--- src/rtl/mem_port_arbiter.sv ---
// mem_port_arbiter: one single-port synchronous RAM shared by the fetch and data ports, one access in flight.
// Optional macro ARB_ROUND_ROBIN_EN alternates ties between ports; default is data-over-fetch priority.
module mem_port_arbiter #(
  parameter int ADDR_W  = 10,
  parameter int DATA_W  = 32,
  parameter int MEM_LAT = 1,
  parameter int CNT_W   = 4
) (
  input  logic              CLK,
  input  logic              RST,
  input  logic              if_req,
  input  logic [ADDR_W-1:0] if_addr,
  output logic              if_gnt,
  output logic              if_rvalid,
  output logic [DATA_W-1:0] if_rdata,
  input  logic              d_req,
  input  logic              d_we,
  input  logic [ADDR_W-1:0] d_addr,
  input  logic [DATA_W-1:0] d_wdata,
  output logic              d_gnt,
  output logic              d_rvalid,
  output logic [DATA_W-1:0] d_rdata,
  output logic              mem_en,
  output logic              mem_we,
  output logic [ADDR_W-1:0] mem_addr,
  output logic [DATA_W-1:0] mem_wdata,
  input  logic [DATA_W-1:0] mem_rdata,
  output logic              busy,
  output logic [1:0]        dbg_state
);

  // Handshake: a requester holds req and its fields stable until gnt; gnt is high for exactly the
  // one cycle the request is accepted, and rvalid pulses once when that request completes.
  typedef enum logic [1:0] {IDLE = 2'd0, ACCESS = 2'd1, WAIT = 2'd2, CAPTURE = 2'd3} state_t;

  state_t            state_q, state_d;
  logic [CNT_W-1:0]  cnt_q, cnt_d;
  logic              owner_q, owner_d;
  logic              we_q, we_d;
  logic              mem_en_q, mem_en_d;
  logic              mem_we_q, mem_we_d;
  logic [ADDR_W-1:0] addr_q, addr_d;
  logic [DATA_W-1:0] wdata_q, wdata_d;
  logic              if_rvalid_q, if_rvalid_d;
  logic              d_rvalid_q, d_rvalid_d;
  logic [DATA_W-1:0] if_rdata_q, if_rdata_d;
  logic [DATA_W-1:0] d_rdata_q, d_rdata_d;
  logic              busy_q, busy_d;
  logic              idle;
  logic              d_win;

`ifdef ARB_ROUND_ROBIN_EN
  logic last_d_q, last_d_d;
  // On a tie the port that did not win the previous grant goes first.
  assign d_win = d_req & (~if_req | ~last_d_q);
`else
  assign d_win = d_req;
`endif

  assign idle   = (state_q == IDLE) & ~RST;
  assign d_gnt  = idle & d_win;
  assign if_gnt = idle & if_req & ~d_win;

  always_comb begin
    state_d     = state_q;
    cnt_d       = cnt_q;
    owner_d     = owner_q;
    we_d        = we_q;
    addr_d      = addr_q;
    wdata_d     = wdata_q;
    mem_en_d    = 1'b0;
    mem_we_d    = 1'b0;
    if_rvalid_d = 1'b0;
    d_rvalid_d  = 1'b0;
    if_rdata_d  = if_rdata_q;
    d_rdata_d   = d_rdata_q;
`ifdef ARB_ROUND_ROBIN_EN
    last_d_d    = last_d_q;
`endif
    case (state_q)
      IDLE: begin
        if (if_req | d_req) begin
          owner_d  = d_win;
          we_d     = d_win & d_we;
          addr_d   = d_win ? d_addr : if_addr;
          wdata_d  = d_win ? d_wdata : wdata_q;
          mem_en_d = 1'b1;
          mem_we_d = d_win & d_we;
          state_d  = ACCESS;
`ifdef ARB_ROUND_ROBIN_EN
          last_d_d = d_win;
`endif
        end
      end
      ACCESS: begin
        if (MEM_LAT > 1) begin
          state_d = WAIT;
          cnt_d   = CNT_W'(MEM_LAT - 2);
        end else begin
          state_d = CAPTURE;
        end
      end
      WAIT: begin
        if (cnt_q == '0) state_d = CAPTURE;
        else             cnt_d   = cnt_q - CNT_W'(1);
      end
      CAPTURE: begin
        state_d = IDLE;
        // Store acks leave d_rdata alone so it keeps the last load value.
        if (owner_q) begin
          d_rvalid_d = 1'b1;
          if (!we_q) d_rdata_d = mem_rdata;
        end else begin
          if_rvalid_d = 1'b1;
          if_rdata_d  = mem_rdata;
        end
      end
      default: state_d = IDLE;
    endcase
    busy_d = (state_d != IDLE);
  end

  always_ff @(posedge CLK or posedge RST) begin
    if (RST) begin
      state_q     <= IDLE;
      cnt_q       <= '0;
      owner_q     <= 1'b0;
      we_q        <= 1'b0;
      addr_q      <= '0;
      wdata_q     <= '0;
      mem_en_q    <= 1'b0;
      mem_we_q    <= 1'b0;
      if_rvalid_q <= 1'b0;
      d_rvalid_q  <= 1'b0;
      if_rdata_q  <= '0;
      d_rdata_q   <= '0;
      busy_q      <= 1'b0;
`ifdef ARB_ROUND_ROBIN_EN
      last_d_q    <= 1'b0;
`endif
    end else begin
      state_q     <= state_d;
      cnt_q       <= cnt_d;
      owner_q     <= owner_d;
      we_q        <= we_d;
      addr_q      <= addr_d;
      wdata_q     <= wdata_d;
      mem_en_q    <= mem_en_d;
      mem_we_q    <= mem_we_d;
      if_rvalid_q <= if_rvalid_d;
      d_rvalid_q  <= d_rvalid_d;
      if_rdata_q  <= if_rdata_d;
      d_rdata_q   <= d_rdata_d;
      busy_q      <= busy_d;
`ifdef ARB_ROUND_ROBIN_EN
      last_d_q    <= last_d_d;
`endif
    end
  end

  assign mem_en    = mem_en_q;
  assign mem_we    = mem_we_q;
  assign mem_addr  = addr_q;
  assign mem_wdata = wdata_q;
  assign if_rvalid = if_rvalid_q;
  assign d_rvalid  = d_rvalid_q;
  assign if_rdata  = if_rdata_q;
  assign d_rdata   = d_rdata_q;
  assign busy      = busy_q;
  assign dbg_state = state_q;

endmodule

--- config.mk ---
export PLATFORM = sky130hd
export DESIGN_NAME = mem_port_arbiter
export DESIGN_NICKNAME = d
export VERILOG_FILES = /design/src/rtl/mem_port_arbiter.sv
export SDC_FILE = /design/constraint.sdc
export NUM_CORES = 1
export LEC_CHECK = 0
export ABC_AREA = 0
export ABC_CLOCK_PERIOD_IN_PS = 8300
export BUFFER_PORTS_ARGS = -buffer_cell sky130_fd_sc_hd__buf_4
export CORE_MARGIN = 2
export CORE_UTILIZATION = 45
export CTS_BUF_LIST = sky130_fd_sc_hd__clkbuf_4 sky130_fd_sc_hd__clkbuf_8
export CTS_CLUSTER_DIAMETER = 30
export DETAILED_ROUTE_END_ITERATION = 16
export HOLD_SLACK_MARGIN = 0.03
export PLACE_DENSITY = 0.76
export SYNTH_ARGS = -nofsm -noshare
export SYNTH_HDL_FRONTEND = slang
export SYNTH_SLANG_ARGS = --single-unit
--- constraint.sdc ---
create_clock -name CLK -period 8.3 [get_ports CLK]
set_input_delay 0 -clock CLK [delete_from_list [all_inputs] [get_ports CLK]]
set_output_delay 0 -clock CLK [all_outputs]
set_load 0.02 [all_outputs]
==> results by group <==
Run status
  – Outcome: finished, final reports clean

Global routing
  – Pin count of the biggest net entering global routing: 83
  – Met2 usage: 0.404
  – Initial antenna violation count: 0
  – Gr busiest metal: met2
  – Vias in the first global route: between 3,000 and 4,000
  – M1 GR Usage: 0.235
  – Total grt overflow: 0
  – Tot GR Track Use: 0.219
  – GRT met3 Usage: 0.0625
  – First-pass GRT wire length: around 19,000 um

Timing
  – Achievable Freq: approximately 460 MHz
  – Tmin final: about 2.2 ns
  – Fin. Hold Viols: 0
  – Worst Skew: about 0.0094 ns
  – Count of final setup violators: 0
  – Crit share post-route: 0.260
  – Post-Route Setup TNS: 0 ns
  – Worst-margin pin slew: 1.26 ns
  – Final Slew Violations: 0
  – RSZ-0062 raised after global routing: false
  – Final worst setup slack: 6.14 ns
  – Max-slew headroom: 0.153

CTS
  – CTS buffer count: 17
  – TritonCTS clock tree: built
  – Post-CTS resize count: 0
  – Clock-pin transition on the worst setup and hold timing paths: around 0.06 ns
  – Clock Tree Root: clkbuf_8
  – Clock insertion delay at the later pin of the skew report: 0.41 ns
  – Clock Sinks: 119
  – CTS HTree Levels: 4
  – Max Root-Sink Buffers: 2

Worst hold path
  – Hold Path Class: in -> reg

Synth
  – Post-synth top area cell: dfrtp_1
  – YS warnings: 0
  – Simple-Gate Fraction of Synth Area: 0.0295
  – Adder-cell area share of the yosys netlist: 0.0133
  – Post-Syn Area: between 0.004 and 0.005 sq mm
  – Mux cell area share after synthesis: 0.277
  – Post-synthesis xor/xnor area fraction: 0.00186
  – Distinct cells, synth: 25
  – Synth Register Bits: ~120
  – Most used DFF post-synth: dfrtp_1
  – Synth top area cells: dfrtp_1 63%, mux2_2 16%, mux2_4 9.6%, mux2i_1 2.3%, ha_1 1.3%
  – Cell with the most instances after synthesis: dfrtp_1
  – Avg Inst Size Synth: approximately 16 sq um
  – Post-synth EDFFs: 0
  – Compound-Gate Fraction of Synth Area: 0.0205
  – Commonest cells post-synth: 119 x dfrtp_1, 66 x mux2_2, 30 x mux2_4
  – Combinational family with the most area after synthesis: multiplexers
  – Async S/R FF share, synth: 1.00
  – Synth Instances: 300
  – Yosys top cell area share: 0.632
  – Net count after synthesis: between 300 and 400
  – Sequential share of the synthesized area: 0.632

Detailed routing
  – Vias: ~3,500
  – Vias per cell: between 4 and 5
  – Wire per inst: roughly 16 um
  – Initial DRT Pass Iterations: 4
  – Initial DRC count: approximately 110
  – DRT Wirelength: between 10,000 and 15,000 um
  – DRC violations left: 0
  – ANT nets after route: 0

Placement
  – I/O Buffers: between 200 and 250
  – RePlAce Congestion: approximately 0.71
  – Placed Cells: approximately 630
  – Post-DP HPWL: 7550 um
  – Pre-CTS setup slack: roughly 6 ns
  – Instance area at placement: 0.00633 sq mm

Die
  – Die area: 0.0113 sq mm
  – DIE WIDTH: around 110 um
  – Row cnt: 37
  – Chip height: around 110 um
  – Core ar.: about 0.010 sq mm
  – I/O pins: roughly 200
  – Starting density of the core: 0.460

Layout
  – Final net count: 691
  – Final Non-Filler Cells: 745
  – Ant. Diodes: 0
  – Layout cells sized above 1: 0.550
  – Synth-to-layout area growth: 61.3%
  – Post-route cell area: between 0.007 and 0.008 sq mm

Pwr
  – Pwr Total: ~3 mW
  – P_sw: between 1 and 1.5 mW
  – Switching Share: 0.369
  – Worst VDD drop: 0.261 mV
  – Clock Power Share: 0.168
  – Pint: ~1.9 mW
  – Comb power frac: 0.488
  – Pwr/cell area: about 400 mW/mm^2
  – Reg power frac: 0.344
  – P_leak: approximately 3.8 nW

Critical path
  – CP max FO: 34
  – WS Path Type: reg -> out
  – Worst setup EP type: output port
  – CP Data Arrival Time: between 2 and 2.5 ns
  – Worst path required time: 8.30 ns
  – CP Launch Type: flip-flop

Run
  – Max Cap Viol: 0
state kept, by name, indices dropped and copies added (netlist names):
signal / cells
d_rdata: 32
if_rvalid: 1
dbg_state: 2
if_rdata: 32
mem_we: 1
mem_addr: 10
d_rvalid: 1
we_q: 1
busy: 1
cnt_q: 4
mem_en: 1
mem_wdata: 32
owner_q: 1
power by group through the flow:
stage                     clock, mW  combinational [mW]  sequential [mW]
after floorplan                   0               0.510             1.36
after global placement            0                1.40             1.02
after detailed placement          0                1.43             1.03
after CTS                     0.521                1.47             1.03
after global routing          0.547                1.55             1.06
final                         0.505                1.46             1.03
worst max-delay path, stage by stage (launching register included):
cell,delay [ns]
dfrtp_1,0.42
inv_1,0.12
ha_1,0.24
nand2_2,0.48
nor2_1,0.30
buf_4,0.19
layer usage:
metal	part of all wire	vias up
li1	-	1639
met5	0	-
met1	0.38	1738
met3	0.062	13
met2	0.55	124
met4	0.013	0
through the flow:
step | hold WS [ns] | utilization
after floorplan | 0.0798 | -
after global placement | 0.0625 | 0.619
after detailed placement | 0.0731 | 0.619
after CTS | 0.0408 | 0.743
after global routing | 0.0745 | 0.743
final | 0.0747 | 0.743
cell families (layout without fill, tap and decap cells):
kind of cell,count (synthesis),in the layout
buf+inv,23,332
compound gates,17,17
flops,119,119
fa+ha+maj,5,5
simple gates,28,28
mux,107,107
xor+xnor,1,1
worst paths after layout:
check | cells after the start | slack (ns) | endpoint | start
setup reg to reg | 4 | 6.17 | d_rdata[9] | dbg_state[0]
hold / removal | 3 | 0.07 | dbg_state[0] | d_req
max in group asynchronous | 4 | 6.70 | if_rdata[12] | RST
setup / recovery | 5 | 6.14 | d_gnt | dbg_state[0]
hold reg to reg | 2 | 0.49 | owner_q | owner_q
min in group asynchronous | 3 | 0.23 | mem_en | RST
placed cells by master, fill, tap and decap left out, types with 3 or more instances in the layout:
| cell | netlist | routed |
|---|---|---|
| ha_1 | 5 | 5 |
| inv_1 | 8 | 7 |
| nand2_1 | 16 | 16 |
| mux2i_1 | 11 | 11 |
| dlygate4sd3_1 | 0 | 88 |
| mux2_4 | 30 | 30 |
| o21ai_0 | 11 | 11 |
| buf_4 | 0 | 205 |
| mux2_2 | 66 | 66 |
| dfrtp_1 | 119 | 119 |
| clkinvlp_4 | 0 | 3 |
| clkbuf_8 | 0 | 18 |
| clkinv_2 | 0 | 4 |
area by class of cell:
type / instances / area, sq um
inverters: 8 / 32.5
clock buffers: 19 / 255
repair buffers: 293 / 2420
multi-input cells: 158 / 1610
fillers: 645 / 2630
flip-flops and latches: 119 / 2980
well taps: 136 / 170
clock inverters: 12 / 129
repair_timing:
| action | 4_1_cts | 5_1_grt |
|---|---|---|
| hold endpoints to repair | 148 | 0 |
| hold buffers | 88 | 0 |
| setup buffers | 0 | 0 |
No activity file was read; power rests on OpenSTA's default activity.
